**src/rtl/cpu_hatch_pkg.sv**
```systemverilog
// Shared types and widths for the two-entry instruction hatch between a CPU
// fetch port and a 16-bit-wide instruction memory.
package cpu_hatch_pkg;

    localparam int INSTR_W = 48;
    localparam int BEAT_W  = 16;
    localparam int BEATS   = 3;
    localparam int ADDR_W  = 32;

    typedef enum logic [1:0] {
        ST_IDLE,
        ST_BEAT0,
        ST_BEAT1,
        ST_BEAT2
    } hatch_state_e;

    // First 16-bit memory word of an instruction index (index * 3, wrapping).
    function automatic logic [ADDR_W-1:0] beat_base(input logic [ADDR_W-1:0] tag);
        return tag + (tag << 1);
    endfunction

endpackage

```
**src/rtl/cpu_hatch_bridge_if.sv**
```systemverilog
// Fetch-side and memory-side signals of the hatch bridge, bundled as one port.
interface cpu_hatch_bridge_if;
    import cpu_hatch_pkg::*;

    logic [ADDR_W-1:0]  hatch_address;
    logic [INSTR_W-1:0] hatch_instruction;
    logic               hatch_valid;
    logic               flush;
    logic               mem_req;
    logic [ADDR_W-1:0]  mem_addr;
    logic               mem_ack;
    logic [BEAT_W-1:0]  mem_rdata;

    modport slave (
        input  hatch_address, flush, mem_ack, mem_rdata,
        output hatch_instruction, hatch_valid, mem_req, mem_addr
    );

    modport master (
        output hatch_address, flush, mem_ack, mem_rdata,
        input  hatch_instruction, hatch_valid, mem_req, mem_addr
    );

endinterface

```
**src/rtl/cpu_hatch_entry.sv**
```systemverilog
// One buffered instruction: valid bit, tag, three 16-bit beats and a tag compare.
module cpu_hatch_entry
    import cpu_hatch_pkg::*;
(
    input  logic               clk,
    input  logic               rst,
    input  logic               inval,
    input  logic               beat_we,
    input  logic [1:0]         beat_sel,
    input  logic [BEAT_W-1:0]  beat_data,
    input  logic               commit,
    input  logic [ADDR_W-1:0]  commit_tag,
    input  logic [ADDR_W-1:0]  cmp_addr,
    output logic               valid,
    output logic [ADDR_W-1:0]  tag,
    output logic [INSTR_W-1:0] data,
    output logic               hit
);

    logic              valid_reg;
    logic [ADDR_W-1:0] tag_reg;

    // Invalidate beats commit so a flush landing on the last beat leaves the entry empty.
    always_ff @(posedge clk) begin
        if (rst) begin
            valid_reg <= 1'b0;
            tag_reg   <= '0;
        end else if (inval) begin
            valid_reg <= 1'b0;
        end else if (commit) begin
            valid_reg <= 1'b1;
            tag_reg   <= commit_tag;
        end
    end

    // Beat 0 is the most significant halfword.
    genvar gi;
    generate
        for (gi = 0; gi < BEATS; gi++) begin : g_beat
            logic [BEAT_W-1:0] beat_reg;

            always_ff @(posedge clk) begin
                if (beat_we && beat_sel == 2'(gi)) begin
                    beat_reg <= beat_data;
                end
            end

            assign data[INSTR_W-1-gi*BEAT_W -: BEAT_W] = beat_reg;
        end
    endgenerate

    assign valid = valid_reg;
    assign tag   = tag_reg;
    assign hit   = valid_reg && (tag_reg == cmp_addr);

endmodule

```
**src/rtl/cpu_hatch_bridge.sv**
```systemverilog
// Two-entry instruction hatch: combinational hit path, 3-beat demand fills from
// 16-bit memory, next-index prefetch, and beat-boundary abort on miss or flush.
module cpu_hatch_bridge
    import cpu_hatch_pkg::*;
#(
    parameter logic [INSTR_W-1:0] NOP_INSTR = 48'h0
) (
    input  logic              clk,
    input  logic              rst,
    cpu_hatch_bridge_if.slave bus
);

    hatch_state_e      state_reg;
    logic [ADDR_W-1:0] fill_tag_reg;
    logic [ADDR_W-1:0] pf_tag_reg;
    logic [ADDR_W-1:0] mem_addr_reg;
    logic              fill_entry_reg;
    logic              fill_demand_reg;
    logic              abort_reg;
    logic              pf_pending_reg;
    logic              pf_entry_reg;
    logic              lru_reg;
    logic              mem_req_reg;

    logic [1:0]         entry_valid;
    logic [1:0]         entry_hit;
    logic [1:0]         entry_inval;
    logic [1:0]         entry_we;
    logic [1:0]         entry_commit;
    logic [ADDR_W-1:0]  entry_tag  [2];
    logic [INSTR_W-1:0] entry_data [2];

    logic [1:0]        beat_sel;
    logic              busy;
    logic              hit_any;
    logic              hit_idx;
    logic              addr_miss;
    logic              dup_now;
    logic              abort_now;
    logic              beat_done;
    logic              complete;
    logic              pf_known;
    logic              demand_start;
    logic              pf_start;
    logic              fill_start;
    logic              start_entry;
    logic [ADDR_W-1:0] start_tag;

    always_comb begin
        beat_sel = 2'd0;
        case (state_reg)
            ST_BEAT1: beat_sel = 2'd1;
            ST_BEAT2: beat_sel = 2'd2;
            default:  beat_sel = 2'd0;
        endcase
    end

    assign busy    = (state_reg != ST_IDLE);
    assign hit_any = |entry_hit;
    assign hit_idx = entry_hit[1] & ~entry_hit[0];

    // A fetch that hits neither an entry nor the in-flight tag means the CPU has moved on.
    assign addr_miss = !hit_any && (bus.hatch_address != fill_tag_reg);
    assign dup_now   = entry_valid[~fill_entry_reg] && (entry_tag[~fill_entry_reg] == fill_tag_reg);
    assign abort_now = busy && (bus.flush || abort_reg || dup_now || addr_miss);
    assign beat_done = busy && bus.mem_ack;
    assign complete  = beat_done && (state_reg == ST_BEAT2) && !abort_now;

    assign pf_known = (entry_valid[0] && entry_tag[0] == pf_tag_reg) ||
                      (entry_valid[1] && entry_tag[1] == pf_tag_reg);

    // Demand misses always take the machine; the queued prefetch only runs on a hit cycle.
    assign demand_start = !busy && !hit_any;
    assign pf_start     = !busy && hit_any && pf_pending_reg && !bus.flush && !pf_known;
    assign fill_start   = demand_start || pf_start;
    assign start_entry  = demand_start ? lru_reg : pf_entry_reg;
    assign start_tag    = demand_start ? bus.hatch_address : pf_tag_reg;

    genvar gi;
    generate
        for (gi = 0; gi < 2; gi++) begin : g_entry
            assign entry_inval[gi]  = bus.flush || (fill_start && start_entry == 1'(gi));
            assign entry_we[gi]     = beat_done && (fill_entry_reg == 1'(gi));
            assign entry_commit[gi] = complete && (fill_entry_reg == 1'(gi));

            cpu_hatch_entry u_entry (
                .clk        (clk),
                .rst        (rst),
                .inval      (entry_inval[gi]),
                .beat_we    (entry_we[gi]),
                .beat_sel   (beat_sel),
                .beat_data  (bus.mem_rdata),
                .commit     (entry_commit[gi]),
                .commit_tag (fill_tag_reg),
                .cmp_addr   (bus.hatch_address),
                .valid      (entry_valid[gi]),
                .tag        (entry_tag[gi]),
                .data       (entry_data[gi]),
                .hit        (entry_hit[gi])
            );
        end
    endgenerate

    always_ff @(posedge clk) begin
        if (rst) begin
            state_reg       <= ST_IDLE;
            fill_tag_reg    <= '0;
            pf_tag_reg      <= '0;
            mem_addr_reg    <= '0;
            fill_entry_reg  <= 1'b0;
            fill_demand_reg <= 1'b0;
            abort_reg       <= 1'b0;
            pf_pending_reg  <= 1'b0;
            pf_entry_reg    <= 1'b0;
            lru_reg         <= 1'b0;
            mem_req_reg     <= 1'b0;
        end else begin
            if (hit_any) begin
                lru_reg <= ~hit_idx;
            end

            case (state_reg)
                ST_IDLE: begin
                    // A pending prefetch gets exactly one chance from IDLE.
                    pf_pending_reg <= 1'b0;
                    if (fill_start) begin
                        state_reg       <= ST_BEAT0;
                        mem_req_reg     <= 1'b1;
                        mem_addr_reg    <= beat_base(start_tag);
                        fill_tag_reg    <= start_tag;
                        fill_entry_reg  <= start_entry;
                        fill_demand_reg <= demand_start;
                        abort_reg       <= 1'b0;
                    end
                end
                default: begin
                    if (beat_done) begin
                        if (abort_now || state_reg == ST_BEAT2) begin
                            state_reg   <= ST_IDLE;
                            mem_req_reg <= 1'b0;
                            abort_reg   <= 1'b0;
                        end else begin
                            state_reg    <= (state_reg == ST_BEAT0) ? ST_BEAT1 : ST_BEAT2;
                            mem_addr_reg <= mem_addr_reg + 1'b1;
                        end
                        if (complete && fill_demand_reg) begin
                            pf_pending_reg <= 1'b1;
                            pf_tag_reg     <= fill_tag_reg + 1'b1;
                            pf_entry_reg   <= ~fill_entry_reg;
                        end
                    end else if (bus.flush || dup_now) begin
                        // Remember one-cycle abort causes until the stalled beat is accepted.
                        abort_reg <= 1'b1;
                    end
                end
            endcase

            if (bus.flush) begin
                pf_pending_reg <= 1'b0;
            end
        end
    end

    assign bus.mem_req           = mem_req_reg;
    assign bus.mem_addr          = mem_addr_reg;
    assign bus.hatch_valid       = hit_any;
    assign bus.hatch_instruction = hit_any ? entry_data[hit_idx] : NOP_INSTR;

endmodule
```
**src/flat_wrapper.sv**
```systemverilog
// flat-port wrapper written by rule: the top's interface ports become plain ports
module cpu_hatch_bridge_flat import cpu_hatch_pkg::*;
#(
    parameter logic [INSTR_W-1:0] NOP_INSTR = 48'h0
)
  (clk, rst, bus_hatch_address, bus_flush, bus_mem_ack, bus_mem_rdata, bus_hatch_instruction, bus_hatch_valid, bus_mem_req, bus_mem_addr);
  cpu_hatch_bridge_if bus_i ();
  input  logic clk;
  input  logic rst;
  input wire logic [$bits(bus_i.hatch_address)-1:0] bus_hatch_address;
  input wire logic [$bits(bus_i.flush)-1:0] bus_flush;
  input wire logic [$bits(bus_i.mem_ack)-1:0] bus_mem_ack;
  input wire logic [$bits(bus_i.mem_rdata)-1:0] bus_mem_rdata;
  output wire logic [$bits(bus_i.hatch_instruction)-1:0] bus_hatch_instruction;
  output wire logic [$bits(bus_i.hatch_valid)-1:0] bus_hatch_valid;
  output wire logic [$bits(bus_i.mem_req)-1:0] bus_mem_req;
  output wire logic [$bits(bus_i.mem_addr)-1:0] bus_mem_addr;
  assign bus_i.hatch_address = bus_hatch_address;
  assign bus_i.flush = bus_flush;
  assign bus_i.mem_ack = bus_mem_ack;
  assign bus_i.mem_rdata = bus_mem_rdata;
  assign bus_hatch_instruction = bus_i.hatch_instruction;
  assign bus_hatch_valid = bus_i.hatch_valid;
  assign bus_mem_req = bus_i.mem_req;
  assign bus_mem_addr = bus_i.mem_addr;
  cpu_hatch_bridge #(.NOP_INSTR(NOP_INSTR)) u_core (.clk(clk), .rst(rst), .bus(bus_i));
endmodule
```
**config.mk**
```make
export PLATFORM = sky130hd
export DESIGN_NAME = cpu_hatch_bridge_flat
export DESIGN_NICKNAME = d
export VERILOG_FILES = /design/src/rtl/cpu_hatch_pkg.sv /design/src/rtl/cpu_hatch_bridge_if.sv /design/src/rtl/cpu_hatch_entry.sv /design/src/rtl/cpu_hatch_bridge.sv /design/src/flat_wrapper.sv
export SDC_FILE = /design/constraint.sdc
export NUM_CORES = 1
export LEC_CHECK = 0
export CAP_MARGIN = 20
export CORE_ASPECT_RATIO = 1.1
export CORE_MARGIN = 5
export CORE_UTILIZATION = 60
export DETAILED_ROUTE_END_ITERATION = 6
export HOLD_SLACK_MARGIN = 0.08
export PLACE_DENSITY = 0.79
export SLEW_MARGIN = 20
export SYNTH_ARGS = -nofsm -noshare
export SYNTH_HDL_FRONTEND = slang
export SYNTH_HIERARCHICAL = 1
export SYNTH_SLANG_ARGS = --single-unit
export TNS_END_PERCENT = 10
```
**constraint.sdc**
```tcl
create_clock -name clk -period 12.29 [get_ports clk]
set_clock_uncertainty 0.2 [all_clocks]
set_input_delay 1.229 -clock clk [delete_from_list [all_inputs] [get_ports clk]]
set_output_delay 1.229 -clock clk [all_outputs]
set_load 0.05 [all_outputs]
```
==> summary.txt <==
Placement
  • Routability-driven placement congestion ratio: 1.05
  • Cell count after placement: 2077
  • Worst slack after detailed placement: between 4000 and 5000 ps
  • Buffers added on ports: 133
  • Placed wire-length estimate after detailed placement: roughly 33000 um
  • Area after detailed placement: ~17000 um^2

Floorplan
  • Initial Util: approximately three fifths
  • Die height: around 180 um
  • Horiz. Die Dim: 163 um
  • Core region area: about 25000 um^2
  • Top-level port count: ~130
  • Die area: 29200 um^2
  • Number of rows created at floorplan: about 60

Worst setup path
  • Delay of the slowest critical-path stage: 870 ps
  • Slowest stage cell on the critical path: sky130_fd_sc_hd__clkdlybuf4s50_1
  • Critical path peak fanout: 52
  • WP data arrival: roughly 7200 ps
  • Endpoint kind of the worst setup timing path: flip-flop
  • CP startpoint: bus_hatch_address[6]
  • Type of the worst setup path: primary input to flip-flop
  • Reg2Reg Launch Point: u_core/g_entry[0].u_entry/tag[15]
  • Critical path launch point type: primary input
  • Top cell by count, worst path: sky130_fd_sc_hd__buf_4
  • Required time of the critical path: 12500 ps
  • Crit path cell chain: clkdlybuf4s50_1 -> xor2_1 -> nor4_1 -> nand4_1 -> nor3_4 -> buf_4 -> nor4_4 -> buf_4 -> mux2_2 -> ha_1 -> a211oi_1 -> o21bai_1 -> a21o_1 -> a2111oi_0 -> nor2_1 -> o22ai_1 -> nor3_1 -> or3_1 -> a31oi_1 -> o32ai_1

Clock network
  • Hold buffer count at cts: 0
  • Clock tree from TritonCTS: done
  • Clock transition time at the flip-flop clock pins of the worst setup and hold paths: ~60 ps
  • Resized Gates After CTS: 0
  • Number of clock sinks: 267
  • Clock insertion delay at the later pin of the skew report: between 500 and 600 ps
  • Clock Tree Buf Depth: 3
  • CTS Root Cell: sky130_fd_sc_hd__clkbuf_16
  • Level count of the clock H-tree: 1
  • Number of buffers inserted to repair setup after CTS: 0
  • Clock buffer count from CTS: 28

Final layout
  • Antenna Diode Count: 0
  • Layout net count: around 1800
  • Final core area utilization: a little over 70%
  • Syn-to-layout area delta: 15.2%
  • Share of final-layout standard cells stronger than drive strength 1: roughly 7.5%
  • Final standard cell area without fillers: 17900 um^2
  • Number of flip-flops under the largest register name: 96
  • Non-filler cells in the finished layout: about 2100

Yosys
  • Average size of a mapped cell: approximately 9 um^2
  • Post-synthesis sequential area ratio: between 40% and 50%
  • Unique cell type count in the Yosys netlist: 70
  • Post-Syn Instances: 1699
  • Post-synth EDFFs: 96
  • Mapped cell area: around 16000 um^2
  • Async set or reset register ratio after synthesis: 0%
  • Number of nets in the synthesized netlist: between 1500 and 2000
  • Warnings, synthesis: 6
  • Primary flip-flop cell chosen by synthesis mapping: sky130_fd_sc_hd__dfxtp_1
  • FF+latch count, synth: 267

Global routing
  • Global-route wire length before repair: roughly 74000 um
  • GRT Overall Usage: 32.1%
  • Number of antenna violations at the first check in global routing: 0
  • Vias in the first global route: about 13000
  • Largest net degree at the start of global routing: 80
  • Grt total ovfl: 0

Detailed routing
  • Post-DR wirelength/cell: 22.4 um
  • Wire length after detailed routing: between 40000 and 50000 um
  • Mean number of vias per cell: around 6.3
  • Number of nets with antenna violations after routing: 0
  • Via Count: 13400
  • First DRT Iteration DRCs: 1303
  • Pre-antenna DRT Iters: 5
  • # DRC: 0

Timing
  • Sum Neg Setup Slack: 0 ps
  • Hold Vio Cnt, Final: 0
  • Slew at the pin closest to its max-slew limit: 1040 ps
  • Total setup violations reported at the end of the flow: 0
  • Share of the cycle needed by the critical path after routing: between 50% and 60%
  • Unrepaired setup endpoints after global routing: false
  • Final worst-path setup slack: between 5000 and 6000 ps
  • Time the worst path needs with I/O delays and setup: 6950 ps
  • Peak clock frequency supported by timing: 144 MHz
  • WHS: around 270 ps
  • Worst slew slack as a fraction of its limit: between 30% and 40%
  • Final Slew Violations: 0

Outcome
  • Status: finished, final reports clean

Power
  • Pwr per Cell Area: approximately 130 nW/um^2
  • Peak supply drop: 0.000163 V
  • Static leakage power: approximately 6.6 nW
  • Total Power: about 2.4 mW

Hold path
  • Worst Hold Class: flip-flop to flip-flop
  • Startpoint of the tightest hold check path: u_core/abort_reg

Job
  • Max-cap check violation count: 0
[cell type report]
class / count / area, um^2
multi-input combinational: 1289 / 8610
fill: 1975 / 7510
sequential: 267 / 6310
timing repair buffer: 150 / 1480
clock buffer: 37 / 805
tap: 346 / 433
clock inverter: 12 / 178
inverter: 26 / 97.6
[synthesized netlist by cell type, types with 4 or more instances]
| library cell | count | area [um^2] |
|---|---|---|
| sky130_fd_sc_hd__xnor2_1 | 91 | 797 |
| sky130_fd_sc_hd__and2_1 | 5 | 31.3 |
| sky130_fd_sc_hd__a311oi_1 | 5 | 43.8 |
| sky130_fd_sc_hd__dfxtp_1 | 171 | 3420 |
| sky130_fd_sc_hd__o21ai_0 | 49 | 245 |
| sky130_fd_sc_hd__ha_1 | 30 | 375 |
| sky130_fd_sc_hd__and3b_1 | 5 | 43.8 |
| sky130_fd_sc_hd__buf_6 | 14 | 158 |
| sky130_fd_sc_hd__nor2_1 | 127 | 477 |
| sky130_fd_sc_hd__nand3_1 | 39 | 195 |
| sky130_fd_sc_hd__o32ai_1 | 4 | 35.0 |
| sky130_fd_sc_hd__o21bai_1 | 7 | 52.6 |
| sky130_fd_sc_hd__or3_1 | 11 | 68.8 |
| sky130_fd_sc_hd__a31oi_1 | 9 | 56.3 |
| sky130_fd_sc_hd__nand2b_1 | 6 | 37.5 |
| sky130_fd_sc_hd__nand2_1 | 209 | 785 |
| sky130_fd_sc_hd__and3_1 | 12 | 75.1 |
| sky130_fd_sc_hd__o22ai_1 | 6 | 37.5 |
| sky130_fd_sc_hd__a211oi_1 | 45 | 338 |
| sky130_fd_sc_hd__nor2b_1 | 7 | 43.8 |
| sky130_fd_sc_hd__buf_4 | 4 | 30.0 |
| sky130_fd_sc_hd__clkbuf_1 | 76 | 285 |
| sky130_fd_sc_hd__mux2_2 | 31 | 349 |
| sky130_fd_sc_hd__mux2i_1 | 64 | 641 |
| sky130_fd_sc_hd__a22o_1 | 48 | 420 |
| sky130_fd_sc_hd__buf_2 | 14 | 70.1 |
| sky130_fd_sc_hd__xor2_1 | 152 | 1330 |
| sky130_fd_sc_hd__o21a_1 | 4 | 30.0 |
| sky130_fd_sc_hd__nor3_1 | 35 | 175 |
| sky130_fd_sc_hd__edfxtp_1 | 96 | 2880 |
| sky130_fd_sc_hd__a21oi_2 | 4 | 35.0 |
| sky130_fd_sc_hd__nor4_1 | 44 | 275 |
| sky130_fd_sc_hd__nand4_1 | 30 | 188 |
| sky130_fd_sc_hd__a21oi_1 | 134 | 671 |
| sky130_fd_sc_hd__nor3b_1 | 4 | 30.0 |
| sky130_fd_sc_hd__buf_1 | 8 | 30.0 |
| sky130_fd_sc_hd__inv_1 | 26 | 97.6 |
| sky130_fd_sc_hd__a211oi_2 | 9 | 113 |
| sky130_fd_sc_hd__a21o_1 | 16 | 120 |
[placed cells by master, fill, tap and decap left out, types with 7 or more instances in the layout]
master / count
sky130_fd_sc_hd__xnor2_1: 91
sky130_fd_sc_hd__xor2_1: 152
sky130_fd_sc_hd__a22o_1: 48
sky130_fd_sc_hd__clkbuf_16: 28
sky130_fd_sc_hd__ha_1: 30
sky130_fd_sc_hd__o21ai_0: 49
sky130_fd_sc_hd__or3_1: 10
sky130_fd_sc_hd__a31oi_1: 9
sky130_fd_sc_hd__nor3_1: 35
sky130_fd_sc_hd__a211oi_2: 9
sky130_fd_sc_hd__edfxtp_1: 96
sky130_fd_sc_hd__o21bai_1: 7
sky130_fd_sc_hd__nand3_1: 39
sky130_fd_sc_hd__dfxtp_1: 170
sky130_fd_sc_hd__mux2i_1: 64
sky130_fd_sc_hd__a21o_1: 16
sky130_fd_sc_hd__buf_4: 17
sky130_fd_sc_hd__clkdlybuf4s50_1: 132
sky130_fd_sc_hd__nor4_1: 44
sky130_fd_sc_hd__and3_1: 12
sky130_fd_sc_hd__mux2_2: 31
sky130_fd_sc_hd__nor2_1: 125
sky130_fd_sc_hd__clkbuf_8: 7
sky130_fd_sc_hd__inv_1: 26
sky130_fd_sc_hd__nand4_1: 30
sky130_fd_sc_hd__nand2_1: 208
sky130_fd_sc_hd__a211oi_1: 45
sky130_fd_sc_hd__a21oi_1: 134
[where the power goes]
part	leakage (nW)	internal, mW	switching (mW)
registers	2.26	0.950	0.0615
logic	3.88	0.196	0.322
clock network	0.469	0.525	0.362
total	6.61	1.67	0.746
[metal layers]
| metal | share of wire (%) | track usage (%) | vias up |
|---|---|---|---|
| met2 | 47 | 53.0 | 631 |
| met3 | 8.8 | 5.54 | 126 |
| met4 | 3.8 | 10.7 | 0 |
| met1 | 41 | 43.1 | 6412 |
| li1 | - | - | 6190 |
| met5 | 0 | 0 | - |
[critical path, delay by kind of cell]
family | cells | cell delay, ps
compound gates | 7 | 1820
xor+xnor | 1 | 200
fa+ha+maj | 1 | 320
buf+inv | 3 | 1750
mux | 1 | 410
simple gates | 7 | 1360
[cells by family after synthesis]
family	Yosys count	synth area share (%)
AND/OR/NAND/NOR	550	16.5
AO/OA/AOI/OAI	368	15.8
flip-flops	267	40.6
XOR/XNOR	243	13.7
buffers and inverters	143	4.35
multiplexers	96	6.44
adder cells (fa/ha/maj)	32	2.62
[path summary, 6_finish.rpt]
kind	endpoint	slack [ps]	cells past startpoint
max	u_core/bus.mem_addr[26]	5340	20
min	u_core/abort_reg	270	2
max reg2reg	u_core/bus.mem_addr[26]	6280	19
min reg2reg	u_core/abort_reg	270	2
Power figures use the tool's default switching activity.
